`src/rtl/dcache_tlc_prot_pkg.sv`:
```
// Shared types and helpers for the dcache TL-C channel-C protection tagger.
//   tlc_bits_t   : TL-C channel C beat (opcode, param, size, source, address, data, corrupt)
//   amba_prot_t  : 7-bit AMBA protection attributes attached to each outgoing beat
//   tlc_opcode_e : channel-C opcodes
//   beat_lg()    : log2 of the beat width in bytes
//   is_data_op() : opcode carries data beats (ProbeAckData / ReleaseData)
//   is_probe_op(): opcode answers a probe (ProbeAck / ProbeAckData)
// The field widths of tlc_bits_t are fixed here; the top-level parameters must
// agree with them.
package dcache_tlc_prot_pkg;

    localparam int TLC_DATA_W   = 64;
    localparam int TLC_ADDR_W   = 32;
    localparam int TLC_SOURCE_W = 4;

    // Wide enough for the longest burst size[3:0] can describe at one byte per beat.
    localparam int BEAT_CNT_W = 16;

    typedef enum logic [2:0] {
        TLC_PROBE_ACK        = 3'd4,
        TLC_PROBE_ACK_DATA   = 3'd5,
        TLC_RELEASE          = 3'd6,
        TLC_RELEASE_DATA     = 3'd7
    } tlc_opcode_e;

    typedef struct packed {
        logic [2:0]              opcode;
        logic [2:0]              param;
        logic [3:0]              size;
        logic [TLC_SOURCE_W-1:0] source;
        logic [TLC_ADDR_W-1:0]   address;
        logic [TLC_DATA_W-1:0]   data;
        logic                    corrupt;
    } tlc_bits_t;

    typedef struct packed {
        logic bufferable;
        logic modifiable;
        logic readalloc;
        logic writealloc;
        logic privileged;
        logic secure;
        logic fetch;
    } amba_prot_t;

    function automatic int beat_lg(input int data_w);
        return $clog2(data_w / 8);
    endfunction

    function automatic logic is_data_op(input logic [2:0] op);
        return (op == TLC_PROBE_ACK_DATA) || (op == TLC_RELEASE_DATA);
    endfunction

    function automatic logic is_probe_op(input logic [2:0] op);
        return (op == TLC_PROBE_ACK) || (op == TLC_PROBE_ACK_DATA);
    endfunction

endpackage

```
`src/rtl/dcache_tlc_beat_counter.sv`:
```
// Tracks the position of each accepted beat inside its TL-C burst.
//   clock, reset : clock and asynchronous active-high reset
//   fire         : a beat is accepted this cycle
//   opcode, size : opcode and size of the beat currently presented
//   first        : presented beat is the first of a burst
//   last         : presented beat is the last of a burst
module dcache_tlc_beat_counter
    import dcache_tlc_prot_pkg::*;
#(
    parameter int DATA_W = TLC_DATA_W
) (
    input  logic       clock,
    input  logic       reset,
    input  logic       fire,
    input  logic [2:0] opcode,
    input  logic [3:0] size,
    output logic       first,
    output logic       last
);

    localparam int BEAT_LG = beat_lg(DATA_W);
    localparam logic [BEAT_CNT_W-1:0] CNT_ONE = BEAT_CNT_W'(1);

    logic [BEAT_CNT_W-1:0] count;
    logic [BEAT_CNT_W-1:0] final_idx;

    // Index of the last beat: 2^(size-BEAT_LG)-1 for multi-beat data bursts, else 0.
    always_comb begin
        final_idx = '0;
        if (is_data_op(opcode) && (int'(size) > BEAT_LG)) begin
            final_idx = (CNT_ONE << (int'(size) - BEAT_LG)) - CNT_ONE;
        end
    end

    assign first = (count == '0);
    assign last  = (count == final_idx);

    always_ff @(posedge clock or posedge reset) begin
        if (reset) begin
            count <= '0;
        end else if (fire) begin
            count <= last ? '0 : count + CNT_ONE;
        end
    end

endmodule

```
`src/rtl/dcache_tlc_prot_tagger.sv`:
```
// Registers the dcache TL-C channel-C stream and attaches AMBA protection
// attributes sampled on the first beat of each burst.
//   clock, reset                     : clock and asynchronous active-high reset
//   c_in_valid/c_in_ready/c_in_bits  : upstream beats from the release/probe unit
//   prot_privileged_i/_secure_i/_cacheable_i : core mode and PMA sideband
//   c_out_valid/c_out_ready/c_out_bits : downstream beats, one cycle after acceptance
//   c_out_prot                       : protection attributes of the outgoing beat
//   err_o                            : sticky protocol-error flag
// Optional feature: define SIFIVE_DCACHE_TLC_PROT_CHECK_EN to enable the burst
// consistency and alignment checker; otherwise err_o is tied low.
module dcache_tlc_prot_tagger
    import dcache_tlc_prot_pkg::*;
#(
    parameter int DATA_W   = TLC_DATA_W,
    parameter int ADDR_W   = TLC_ADDR_W,
    parameter int SOURCE_W = TLC_SOURCE_W
) (
    input  logic       clock,
    input  logic       reset,
    input  logic       c_in_valid,
    output logic       c_in_ready,
    input  tlc_bits_t  c_in_bits,
    input  logic       prot_privileged_i,
    input  logic       prot_secure_i,
    input  logic       prot_cacheable_i,
    output logic       c_out_valid,
    input  logic       c_out_ready,
    output tlc_bits_t  c_out_bits,
    output amba_prot_t c_out_prot,
    output logic       err_o
);

    // The beat struct has fixed field widths; refuse mismatched parameters.
    if (DATA_W != TLC_DATA_W || ADDR_W != TLC_ADDR_W || SOURCE_W != TLC_SOURCE_W) begin : g_width_check
        $error("dcache_tlc_prot_tagger: parameters must match dcache_tlc_prot_pkg field widths");
    end

    logic       fire;
    logic       first;
    logic       last;
    amba_prot_t new_prot;

    // The output register can take a new beat when empty or draining this cycle.
    assign c_in_ready = !c_out_valid || c_out_ready;
    assign fire       = c_in_valid && c_in_ready;

    dcache_tlc_beat_counter #(
        .DATA_W (DATA_W)
    ) u_beat_counter (
        .clock  (clock),
        .reset  (reset),
        .fire   (fire),
        .opcode (c_in_bits.opcode),
        .size   (c_in_bits.size),
        .first  (first),
        .last   (last)
    );

    // Probe responses always go out as privileged secure traffic.
    always_comb begin
        new_prot            = '0;
        new_prot.bufferable = prot_cacheable_i;
        new_prot.modifiable = prot_cacheable_i;
        new_prot.readalloc  = prot_cacheable_i;
        new_prot.writealloc = prot_cacheable_i;
        new_prot.privileged = prot_privileged_i || is_probe_op(c_in_bits.opcode);
        new_prot.secure     = prot_secure_i || is_probe_op(c_in_bits.opcode);
        new_prot.fetch      = 1'b0;
    end

    // c_out_prot is only rewritten on a first beat, so later beats of the
    // burst inherit the attributes sampled at its start.
    always_ff @(posedge clock or posedge reset) begin
        if (reset) begin
            c_out_valid <= 1'b0;
            c_out_bits  <= '0;
            c_out_prot  <= '0;
        end else if (fire) begin
            c_out_valid <= 1'b1;
            c_out_bits  <= c_in_bits;
            if (first) begin
                c_out_prot <= new_prot;
            end
        end else if (c_out_ready) begin
            c_out_valid <= 1'b0;
        end
    end

`ifdef SIFIVE_DCACHE_TLC_PROT_CHECK_EN
    logic [2:0]              ref_opcode;
    logic [3:0]              ref_size;
    logic [TLC_SOURCE_W-1:0] ref_source;
    logic                    misaligned;
    logic                    mismatch;

    assign misaligned = (c_in_bits.address &
                         ((TLC_ADDR_W'(1) << c_in_bits.size) - TLC_ADDR_W'(1))) != '0;
    assign mismatch   = (c_in_bits.opcode != ref_opcode) ||
                        (c_in_bits.size   != ref_size)   ||
                        (c_in_bits.source != ref_source);

    always_ff @(posedge clock or posedge reset) begin
        if (reset) begin
            ref_opcode <= '0;
            ref_size   <= '0;
            ref_source <= '0;
            err_o      <= 1'b0;
        end else if (fire) begin
            if (first) begin
                ref_opcode <= c_in_bits.opcode;
                ref_size   <= c_in_bits.size;
                ref_source <= c_in_bits.source;
            end
            err_o <= err_o || (first ? misaligned : mismatch);
        end
    end
`else
    assign err_o = 1'b0;
`endif

endmodule
```
`config.mk`:
```
export PLATFORM = sky130hd
export DESIGN_NAME = dcache_tlc_prot_tagger
export DESIGN_NICKNAME = d
export VERILOG_FILES = /design/src/rtl/dcache_tlc_prot_pkg.sv /design/src/rtl/dcache_tlc_beat_counter.sv /design/src/rtl/dcache_tlc_prot_tagger.sv
export SDC_FILE = /design/constraint.sdc
export NUM_CORES = 1
export LEC_CHECK = 0
export ABC_CLOCK_PERIOD_IN_PS = 5300
export BUFFER_PORTS_ARGS = -buffer_cell sky130_fd_sc_hd__buf_4
export CORE_ASPECT_RATIO = 1.4
export CORE_MARGIN = 2
export CORE_UTILIZATION = 54
export CTS_CLUSTER_SIZE = 8
export DETAILED_ROUTE_END_ITERATION = 12
export PLACE_DENSITY = 0.86
export SYNTH_ARGS = -nofsm -noshare
export SYNTH_HDL_FRONTEND = slang
export SYNTH_HIERARCHICAL = 1
export SYNTH_SLANG_ARGS = --single-unit
export TNS_END_PERCENT = 100
```
`constraint.sdc`:
```
create_clock -name clock -period 5.3 [get_ports clock]
set_input_delay 0.265 -clock clock [delete_from_list [all_inputs] [get_ports clock]]
set_output_delay 0.265 -clock clock [all_outputs]
set_load 0.01 [all_outputs]
```
---- Word level (Yosys, flattened, before mapping) ----
Index checks and enable logic that the tools add are counted.
storage, ports and cells
  register bits ........................... 131
  input bits .............................. 118
  output and inout bits ................... 121
  word-level logic and storage cells ...... 36
cells by class
  $add $sub $neg .......................... 3
  magnitude comparators ................... 1
  eq/ne operators ......................... 4
  shifts and indexed selects .............. 1
  mux-type cells .......................... 4
  reductions and logical operators ........ 11
operators by type and width
  operator               number
  $mux 16                2
  $shl 1x32->16 const A  1
  $add 16x1->16 const B  1
  $eq 16x16->1           1
  $logic_not 16->1       1
  $sub 16x1->16 const B  1
  $eq 3x3->1 const B     3
  $logic_or 1x1->1       5
  $sub 4x2->5 const B    1
  $gt 4x2->1 const B     1
  $logic_and 1x1->1      2
  $mux 1                 2
  $reduce_and 2->1       1
  $reduce_bool 2->1      1
  $logic_not 1->1        1

---- Longest topological paths before layout ----
Gate-level depths: netlist of run 1.
  depth in word-level cells ............... 6
  gate-level depth with buffers ........... 18

---- Cells and area by module ----
The synthesis of run 1 kept the hierarchy.
modules (own cells, without submodules)
  module                   instances  cells an instance  area an instance (um^2)  sequential area each (um^2)
  dcache_tlc_prot_tagger   1          257                4367.9                   2877.8
  dcache_tlc_beat_counter  1          277                2095.8                   400.4

---- Least setup slack after synthesis of run 1 ----
OpenSTA, ideal clock, no wires.
  path type ............................... in2reg
  start ................................... input c_in_bits[103] in the netlist's numbering
  end ..................................... register u_beat_counter.count[0]
  library setup time ...................... 119 ps
  data arrival time ....................... 3791 ps
  required time ........................... 5181 ps
  setup slack ............................. 1391 ps
  stages on the path ...................... 17
  buffers on the path ..................... 3
  path through ............................ buf_4 -> inv_1 -> ha_1 -> a21boi_1 -> or4b_4 -> or2_1 -> ha_1 -> clkbuf_1 -> nand4b_1 -> nor3_1 -> o31ai_1 -> o41a_1 -> nand3_1 -> or4_4 -> nor4b_4 -> buf_6 -> nor2_1
between the ends
  word-level cells in the longest chain between the ends .. 6
RTL lines
  what                  line                           source
  start, declared       dcache_tlc_prot_tagger.sv:22   input tlc_bits_t c_in_bits,
  $sub 4x2->5           dcache_tlc_beat_counter.sv:31  final_idx = (CNT_ONE << (int'(size) - BEAT_LG)) - CNT_ONE;
  $shl 1x32->16         dcache_tlc_beat_counter.sv:31
  $sub 16x1->16         dcache_tlc_beat_counter.sv:31
  $mux 16 (*)           dcache_tlc_beat_counter.sv:30  if (is_data_op(opcode) && (int'(size) > BEAT_LG)) begin
  $eq 16x16->1 (*)      dcache_tlc_beat_counter.sv:36  assign last = (count == final_idx);
  $mux 16 (*)           dcache_tlc_beat_counter.sv:42  count <= last ? '0 : count + CNT_ONE;
  end signal, assigned  dcache_tlc_beat_counter.sv:42
  end, declared         dcache_tlc_beat_counter.sv:24  logic [BEAT_CNT_W-1:0] count;
Mark *: on every way between the ends. The rest lies on a longest branch, timed or not.
A chain may end at the register's enable or synchronous reset.

---- Final worst setup path of run 1 ----
  start ................................... input c_in_bits[101] in the netlist's numbering
  end ..................................... register u_beat_counter.count[15]
The elaborated chain is that of the path after synthesis.

==> impl_metrics.ini, run 1 <==
[timing]
timing_hold_violations_final = 0
final_hold_slack_ns = 0.0733
slew_viol_final = 0
finalSetupViolCount = 0
clock.fmax_mhz = 245
final_critical_path_time_including_i_o_delays_and_setup_ns = 4.09
fin_skew_ns = 0.0107
sum_of_negative_setup_slack_ns = 0
setup_repair_after_global_routing_missed_its_margin = false
relSlewSlack_pct = 33.3
min_period_over_period_pct = 77.1
max_slew.worst_pin.slew_ns = 1.00

[detailed_routing]
routed_via_density = 5.96
postRouteAntennaNets = 0
initialDrtViolationCount = 391
routed_wl_mm = 22.3
dr_vias = 5494
detailedRoute.firstPassIterationCount = 5
drc = 0
routedWlPerCell_um = 24.2

[min_path]
min_path_cells = 2
hold_path_startpoint = c_in_bits[74]
hold_path_class = in -> reg

[final_layout]
instances_no_fill = 922
share_of_layout_cells_above_drive_strength_1_pct = 51.7
multi_input_area_um2 = 2920
layout.nets = 889
num-fill-cells = 684
ff_latch_area_um2 = 3280
area.growth.synth_to_final_pct = 37.9

[placement]
dp.cells = 887
finalWeightedCongestion = 0.979
buffer_ports.inserted = 236
detailed_place_hpwl_mm = 15.0

[global_route]
global_route_total_usage_across_every_layer_pct = 35.1
antenna_found_initial = 2
grt_pass1_vias = 5896
grt_start_max_net_pins = 82
first_pass_grt_wire_length_mm = 33.4
grt_overflow = 0

[worst_setup_path]
reg2reg_path_depth = 9
crit_fanout = 18
startpoint_of_the_lowest_slack_register_to_register_path = u_beat_counter/count[9]$_DFFE_PP0P_
cp-end-kind = flip-flop
critical-path-max-stage-delay_ns = 0.60
start_kind = input pin
timing.critical_path.cells = buf_4 > ha_1 > a21boi_1 > or4b_4 > or2_1 > ha_1 > nand2_1 > nor3_1 > mux2i_1 > a21oi_1 > a2111oi_0 > nand4_1 > nor4b_4 > buf_4 > nor2_1
setup.worst_path.start = c_in_bits[101]
worst-endpoint-required_ns = 5.59
worst_ep_arrival_time_ns = 4.38
cp_slowest_cell = sky130_fd_sc_hd__or4b_4
worst-setup-path-type = in -> reg

[clock_network]
htree_num_levels = 4
cts_sinks = 131
cts-hold-fix-buffers = 1
cts_resized = 0
cts_tree = done
numCtsBuffers = 17
cts_max_path_buffers = 2
clock_latency_ns = 0.42
post_cts_setup_buffer_count = 0
clkSlewWorstSetupHoldPaths_ns = 0.07
cts_root_buf = sky130_fd_sc_hd__clkbuf_16

[power_and_ir_drop]
power_per_cell_area_nw_per_um2 = 384
maximum_vdd_drop_v = 0.000335
cellLeakagePower_nw = 4.15

[floorplan]
die_area_um2 = 12900
starting_utilization_of_the_core_area_pct = 54.9
die_x_um = 96.4
boundaryPins = 239
core_um2 = 11800
dieHeight_um = 133
placement_rows = 47

[logic_synthesis]
syn-cell-area_um2 = 6460
synth_area_per_cell_um2 = 12.1
yosys_warnings = 6
synthesis.instances = 533

[outcome]
result_of_the_run = completed

[run]
cap_viol_max_count = 0
## final cells by class
cell class | instances | area share (%)
multi-input combinational | 350 | 32.8
timing repair buffer | 244 | 20.6
clock buffer | 17 | 4.78
sequential | 131 | 36.8
tap | 147 | 2.07
clock inverter | 15 | 2.18
antenna | 2 | 0.0562
inverter | 16 | 0.731
## power breakdown
part | switching, mW | leakage, nW | total (mW) | internal [mW]
Clock | 0.495 | 0.294 | 1.25 | 0.754
Sequential | 0.160 | 1.56 | 1.32 | 1.16
Combinational | 0.410 | 2.29 | 0.850 | 0.440
## sequential cells by signal (all words and copies together), names as in the netlist
register and flops:
c_out_valid 1, c_out_prot 3, c_out_bits 111, u_beat_counter/count 16
## cells in the final DEF, fill, tap and decap left out, drive strengths merged, types with 13 or more instances in the layout
cell	count
inv	23
clkbuf	17
nor3	14
nor2	36
nand3	13
nand2	19
mux2	113
dfrtp	131
buf	243
## through the flow
stage          total power, mW  setup WS (ns)  util, %  instance area, um^2
2_1_floorplan             1.72           1.40        -                 6460
3_3_place_gp              2.10           1.00     70.3                 8270
3_5_place_dp              2.13          0.917     70.3                 8270
4_1_cts                   3.40           1.32     75.7                 8900
5_1_grt                   3.52          0.914     75.7                 8900
6_report                  3.42           1.21     75.7                 8900
## critical path, delay by kind of cell
family / cells / cell delay (ns)
multiplexers: 1 / 0.40
adder cells (fa/ha/maj): 2 / 0.84
AO/OA/AOI/OAI: 3 / 0.74
buffers and inverters: 2 / 0.44
AND/OR/NAND/NOR: 7 / 1.69
## path summary, 6_finish.rpt
kind,to,slack [ns]
max in group asynchronous,c_out_bits[96]$_DFFE_PP0P_,3.48
hold reg to reg,c_out_bits[102]$_DFFE_PP0P_,0.51
min in group asynchronous,c_out_bits[74]$_DFFE_PP0P_,0.45
setup / recovery,u_beat_counter/count[15]$_DFFE_PP0P_,1.21
setup reg to reg,u_beat_counter/count[15]$_DFFE_PP0P_,2.29
hold / removal,c_out_bits[74]$_DFFE_PP0P_,0.07
## layer usage
| metal | global-route usage, % | routed length, um | up-vias |
|---|---|---|---|
| li1 | - | - | 2376 |
| met5 | 0 | 0 | - |
| met4 | 16.2 | 1150 | 0 |
| met2 | 59.7 | 11700 | 340 |
| met3 | 11.3 | 1970 | 94 |
| met1 | 39.3 | 7460 | 2684 |
Power figures use the tool's default switching activity.
==> inputs of run 2 (changes only) <==
- ABC_CLOCK_PERIOD_IN_PS: 5300 -> 3700
- CORE_UTILIZATION: 54 -> 45
- PLACE_DENSITY: 0.86 -> 0.77
- clock period: 5.3 -> 3.7 ns (I/O delays scaled with it)
==> impl_metrics.ini, run 2 (synthesis gave the netlist of run 1 again) <==
[detailed_routing]
drc = 0
routed_via_density = 5.40
detailedRoute.firstPassIterationCount = 5
postRouteAntennaNets = 0
routedWlPerCell_um = 20.0
routed_wl_mm = 21.4
dr_vias = 5772
initialDrtViolationCount = 297

[final_layout]
layout_commonest_cell = sky130_fd_sc_hd__buf_4
layout.nets = 999
largest_register = c_out_bits
diodes = 0
layout.cells.most_common_list = sky130_fd_sc_hd__buf_4 (261), sky130_fd_sc_hd__dfrtp_1 (131), sky130_fd_sc_hd__mux2_2 (104)
largest_reg_flops = 111
reg.largest.list = c_out_bits: 111 flops, u_beat_counter/count: 16 flops, c_out_prot: 3 flops
share_of_layout_cells_above_drive_strength_1_pct = 47.7
area.growth.synth_to_final_pct = 55.0
postLayoutCellArea_um2 = 10000

[placement]
detailed_place_hpwl_mm = 14.3
detailedPlace.worstSlack_ns = -0.0965
finalWeightedCongestion = 0.936
buffer_ports.inserted = 236
placed_area_um2 = 8490

[clock_network]
cts_root_buf = sky130_fd_sc_hd__clkbuf_16
htree_num_levels = 4
cts_sinks = 131
numCtsBuffers = 17
cts_max_path_buffers = 2
post_cts_setup_buffer_count = 0
clkSlewWorstSetupHoldPaths_ns = 0.07
cts_resized = 0
cts-hold-fix-buffers = 91
cts_tree = done
clock_latency_ns = 0.41

[worst_setup_path]
worst-endpoint-required_ns = 3.99
worst_ep_arrival_time_ns = 3.70
worst-setup-path-type = in -> reg
reg2reg_path_depth = 9
crit_fanout = 15
startpoint_of_the_lowest_slack_register_to_register_path = u_beat_counter/count[9]$_DFFE_PP0P_
setup.worst_path.start = c_in_bits[103]
start_kind = input pin
cpLargestDelayFamily = simple AND/OR/NAND/NOR gates
cp-end-kind = flip-flop
rr_endpoint = u_beat_counter/count[3]$_DFFE_PP0P_
timing.critical_path.cells = buf_4 > inv_1 > ha_1 > a21boi_1 > or4b_4 > or2_1 > ha_2 > buf_12 > nand4b_1 > inv_1 > o211ai_1 > a21oi_1 > a2111oi_0 > nand4_1 > nor4b_4 > buf_12 > nor2_1
worst-path-buf-inv = 5
critical-path-max-stage-delay_ns = 0.54
cp_slowest_cell = sky130_fd_sc_hd__or4b_4
reg2reg_slack_ns = 0.69

[global_route]
first_pass_grt_wire_length_mm = 34.0
global_route_total_usage_across_every_layer_pct = 28.2
grt_pass1_vias = 6491
grt_start_max_net_pins = 73
antenna_found_initial = 1
grt_overflow = 0

[timing]
fin_skew_ns = 0.0129
relSlewSlack_pct = 35.1
final_hold_slack_ns = 0.00894
slew_viol_final = 0
clock.fmax_mhz = 293
timing_hold_violations_final = 0
final.setup.worst_slack_ns = 0.290
final_critical_path_time_including_i_o_delays_and_setup_ns = 3.41
min_period_over_period_pct = 92.1
setup_repair_after_global_routing_missed_its_margin = false
finalSetupViolCount = 0
max_slew.worst_pin.slew_ns = 0.960

[power_and_ir_drop]
share_clk_of_total_power_pct = 35.4
power_frac_comb_pct = 26.4
switching_share_pct = 30.5
internal-power_mw = 3.40
netSwitchingPower_mw = 1.49
cellLeakagePower_nw = 4.62
power_per_cell_area_nw_per_um2 = 488
design_power_total_mw = 4.89
power.share.sequential_pct = 38.2
maximum_vdd_drop_v = 0.000304

[min_path]
hold_path_class = in -> reg
hold_path_startpoint = c_in_bits[14]
min_path_cells = 2
end_point_of_the_most_critical_hold_path = c_out_bits[14]$_DFFE_PP0P_

[floorplan]
boundaryPins = 239
die_x_um = 105
dieHeight_um = 146
die_area_um2 = 15300
placement_rows = 51
starting_utilization_of_the_core_area_pct = 46.2
core_um2 = 14000

[run]
cap_viol_max_count = 0

[outcome]
result_of_the_run = completed
==> run 2: changes by cell type in the layout (fill, tap and decap cells not counted) <==
| cell | before | now |
|---|---|---|
| sky130_fd_sc_hd__buf_4 | 243 | 261 |
| sky130_fd_sc_hd__ha_2 | 0 | 1 |
| sky130_fd_sc_hd__dlygate4sd3_1 | 1 | 91 |
| sky130_fd_sc_hd__clkbuf_8 | 0 | 1 |
| sky130_fd_sc_hd__ha_1 | 11 | 10 |
| sky130_fd_sc_hd__clkinvlp_4 | 3 | 2 |
| sky130_fd_sc_hd__inv_6 | 6 | 4 |
| sky130_fd_sc_hd__buf_12 | 0 | 2 |
| sky130_fd_sc_hd__bufinv_16 | 3 | 2 |
| sky130_fd_sc_hd__clkinv_4 | 2 | 4 |
| sky130_fd_sc_hd__diode_2 | 2 | 0 |
| sky130_fd_sc_hd__inv_8 | 1 | 2 |
==> run 2: area by class of cell <==
class	count	area, um^2
Inverter	16	65.1
Clock buffer	18	439
Clock inverter	14	168
Sequential cell	131	3280
Multi-Input combinational cell	350	2920
Fill cell	921	3960
Timing Repair Buffer	354	2910
Tap cell	185	231
==> run 2: worst max-delay path by stage <==
| stage | to | slack [ns] | cells past startpoint |
|---|---|---|---|
| floorplan | u_beat_counter/count[0]$_DFFE_PP0P_ | 0.04 | 17 |
| global placement | u_beat_counter/count[10]$_DFFE_PP0P_ | 0.02 | 16 |
| detailed placement | u_beat_counter/count[2]$_DFFE_PP0P_ | -0.1 | 17 |
| CTS | u_beat_counter/count[2]$_DFFE_PP0P_ | 0.32 | 17 |
| global route | u_beat_counter/count[2]$_DFFE_PP0P_ | 0.09 | 17 |
| finish | u_beat_counter/count[3]$_DFFE_PP0P_ | 0.29 | 17 |
==> run 2: layer usage <==
layer / vias to the layer above / GRT usage [%] / share of wire, %
met5: - / 0 / 0.051
met4: 2 / 15.2 / 4.9
met3: 77 / 7.93 / 7.3
met2: 301 / 50.3 / 53
met1: 2801 / 29.7 / 35
li1: 2591 / - / -
==> run 2: power by group through the flow <==
stage               Sequential, mW  Combinational (mW)  Clock [mW]
CTS                           1.85                1.27        1.75
floorplan                     1.88               0.578           0
global placement              1.86                1.16           0
finish                        1.87                1.29        1.73
global route                  1.90                1.38        1.82
detailed placement            1.87                1.19           0
==> run 2: stage by stage <==
stage | TNS, ns | util (%) | std cells
3_5_place_dp | -1.33 | 60.8 | 945
4_1_cts | 0 | 71.6 | 1068
5_1_grt | 0 | 71.6 | 1068
6_report | 0 | 71.6 | 1068
2_1_floorplan | 0 | - | 534
3_3_place_gp | 0 | 60.8 | 945
==> inputs of run 3 (changes only) <==
- ABC_CLOCK_PERIOD_IN_PS: 3700 -> 4010
- CORE_ASPECT_RATIO: 1.4 -> not set
- CORE_UTILIZATION: 45 -> 54
- PLACE_DENSITY: 0.77 -> 0.86
- clock period: 3.7 -> 4.01 ns (I/O delays scaled with it)
==> impl_metrics.ini, run 3 (synthesis gave the netlist of run 1 again) <==
[worst_setup_path]
setup.worst_path.start = c_in_bits[103]
worst-path-buf-inv = 5
startpoint_of_the_lowest_slack_register_to_register_path = u_beat_counter/count[9]$_DFFE_PP0P_
reg2reg_path_depth = 9
timing.critical_path.cells = buf_4 > inv_1 > ha_1 > a21boi_1 > or4b_4 > or2_1 > ha_1 > buf_4 > inv_1 > a22oi_1 > and4_1 > o2111a_1 > nor4_1 > nor4b_4 > buf_12 > nor2_1
rr_endpoint = u_beat_counter/count[10]$_DFFE_PP0P_
worst_ep_arrival_time_ns = 3.95
crit_fanout = 15
critical_path_cell_count = 16
worst-setup-path-type = in -> reg
start_kind = input pin
reg2reg_slack_ns = 1.26
cp-end-kind = flip-flop
worst-endpoint-required_ns = 4.35
cp_slowest_cell = sky130_fd_sc_hd__nor4_1
critical_path_capture_point = u_beat_counter/count[3]$_DFFE_PP0P_
critical-path-max-stage-delay_ns = 0.63
cpLargestDelayFamily = simple AND/OR/NAND/NOR gates

[detailed_routing]
routed_wl_mm = 19.1
postRouteAntennaNets = 0
dr_vias = 5256
drc = 0
initialDrtViolationCount = 334
detailedRoute.firstPassIterationCount = 5
routedWlPerCell_um = 20.6
routed_via_density = 5.66

[placement]
finalWeightedCongestion = 0.925
detailed_place_hpwl_mm = 13.8
buffer_ports.inserted = 236
detailedPlace.worstSlack_ns = 0.0278

[clock_network]
cts_tree = done
htree_num_levels = 4
cts_root_buf = sky130_fd_sc_hd__clkbuf_16
cts_sinks = 131
numCtsBuffers = 17
cts_resized = 0
cts-hold-fix-buffers = 1
clkSlewWorstSetupHoldPaths_ns = 0.06
cts_max_path_buffers = 2
post_cts_setup_buffer_count = 0
clock_latency_ns = 0.42

[min_path]
hold_path_class = in -> reg

[final_layout]
num-fill-cells = 721
area.growth.synth_to_final_pct = 39.2
layout.nets = 901
diodes = 0
share_of_layout_cells_above_drive_strength_1_pct = 52.1
layout.cells.most_common_list = sky130_fd_sc_hd__buf_4 (253), sky130_fd_sc_hd__dfrtp_1 (131), sky130_fd_sc_hd__mux2_2 (104)
layout_commonest_cell = sky130_fd_sc_hd__buf_4
final_core_util_pct = 77.7
largest_register = c_out_bits
reg.largest.list = c_out_bits: 111 flops, u_beat_counter/count: 16 flops, c_out_prot: 3 flops
largest_reg_flops = 111

[timing]
max_slew.worst_pin.slew_ns = 0.953
relSlewSlack_pct = 36.4
finalSetupViolCount = 0
min_period_over_period_pct = 90.1
final_hold_slack_ns = 0.00877
final_critical_path_time_including_i_o_delays_and_setup_ns = 3.61
clock.fmax_mhz = 277
timing_hold_violations_final = 0
setup_repair_after_global_routing_missed_its_margin = false
final.setup.worst_slack_ns = 0.397
slew_viol_final = 0
sum_of_negative_setup_slack_ns = 0
fin_skew_ns = 0.0120

[floorplan]
die_area_um2 = 12900
dieHeight_um = 113
core_um2 = 11600
starting_utilization_of_the_core_area_pct = 55.8
die_x_um = 113
boundaryPins = 239
placement_rows = 39

[run]
cap_viol_max_count = 0

[power_and_ir_drop]
share_clk_of_total_power_pct = 36.4
internal-power_mw = 3.13
switching_share_pct = 28.9
power_per_cell_area_nw_per_um2 = 490
cellLeakagePower_nw = 4.21
power.share.sequential_pct = 38.9
maximum_vdd_drop_v = 0.000436
netSwitchingPower_mw = 1.27
power_frac_comb_pct = 24.7

[outcome]
result_of_the_run = completed

[global_route]
grt_overflow = 0
grt_start_max_net_pins = 76
first_pass_grt_wire_length_mm = 29.4
grt_pass1_vias = 5625
antenna_found_initial = 0
global_route_total_usage_across_every_layer_pct = 29.9
[run 3: changes by cell type in the layout (fill, tap and decap cells not counted), sizes merged]
| cell | previous run | this run |
|---|---|---|
| buf | 263 | 254 |
| dlygate4sd3 | 91 | 2 |
| inv | 22 | 18 |
| clkbuf | 18 | 21 |
| bufinv | 2 | 3 |
[run 3: layout make-up]
class                      instances  area [um^2]  area share (%)
multi-input combinational        350         2920            32.5
clock buffer                      21          460            5.12
sequential                       131         3280            36.5
clock inverter                    11          150            1.67
tap                              143          179            1.99
inverter                          16         65.1           0.724
timing repair buffer             256         1940            21.6
[run 3: worst min-delay path by stage]
stage / from / endpoint / slack (ns) / cells past startpoint
3_3_place_gp: reset / u_beat_counter/count[14]$_DFFE_PP0P_ / 0.31 / 2
5_1_grt: c_in_bits[1] / c_out_bits[1]$_DFFE_PP0P_ / 0.003 / 2
2_1_floorplan: reset / u_beat_counter/count[0]$_DFFE_PP0P_ / 0.11 / 1
3_5_place_dp: reset / u_beat_counter/count[4]$_DFFE_PP0P_ / 0.35 / 2
4_1_cts: c_in_bits[13] / c_out_bits[13]$_DFFE_PP0P_ / 0.0007 / 2
6_report: c_in_bits[13] / c_out_bits[13]$_DFFE_PP0P_ / 0.009 / 2
[run 3: per-layer routing]
layer | GRT usage [%] | vias to the layer above | share of wire [%]
met3 | 9.32 | 48 | 8.2
met2 | 51.3 | 256 | 51
li1 | - | 2391 | -
met4 | 14.0 | 0 | 3.8
met1 | 34.2 | 2561 | 37
met5 | 0 | - | 0
[run 3: worst reg2reg max path: cells and delay by family (launching register included)]
family          cells  cell delay [ns]
compound gates      2             0.28
buf+inv             1             0.18
flops               1             0.51
mux                 1             0.21
simple gates        5             1.44
[run 3: per-stage QoR]
stage | instance area, um^2 | power, mW | std cells
3_5_place_dp | 8360 | 2.80 | 894
5_1_grt | 8990 | 4.58 | 928
2_1_floorplan | 6460 | 2.27 | 534
4_1_cts | 8980 | 4.42 | 927
6_report | 8990 | 4.41 | 928
3_3_place_gp | 8360 | 2.76 | 894
[run 3: power groups by stage]
stage          sequential (mW)  clock (mW)  combinational [mW]
2_1_floorplan             1.74           0               0.533
3_3_place_gp              1.71           0                1.05
3_5_place_dp              1.73           0                1.08
4_1_cts                   1.71        1.62                1.09
5_1_grt                   1.74        1.67                1.17
6_report                  1.71        1.60                1.09
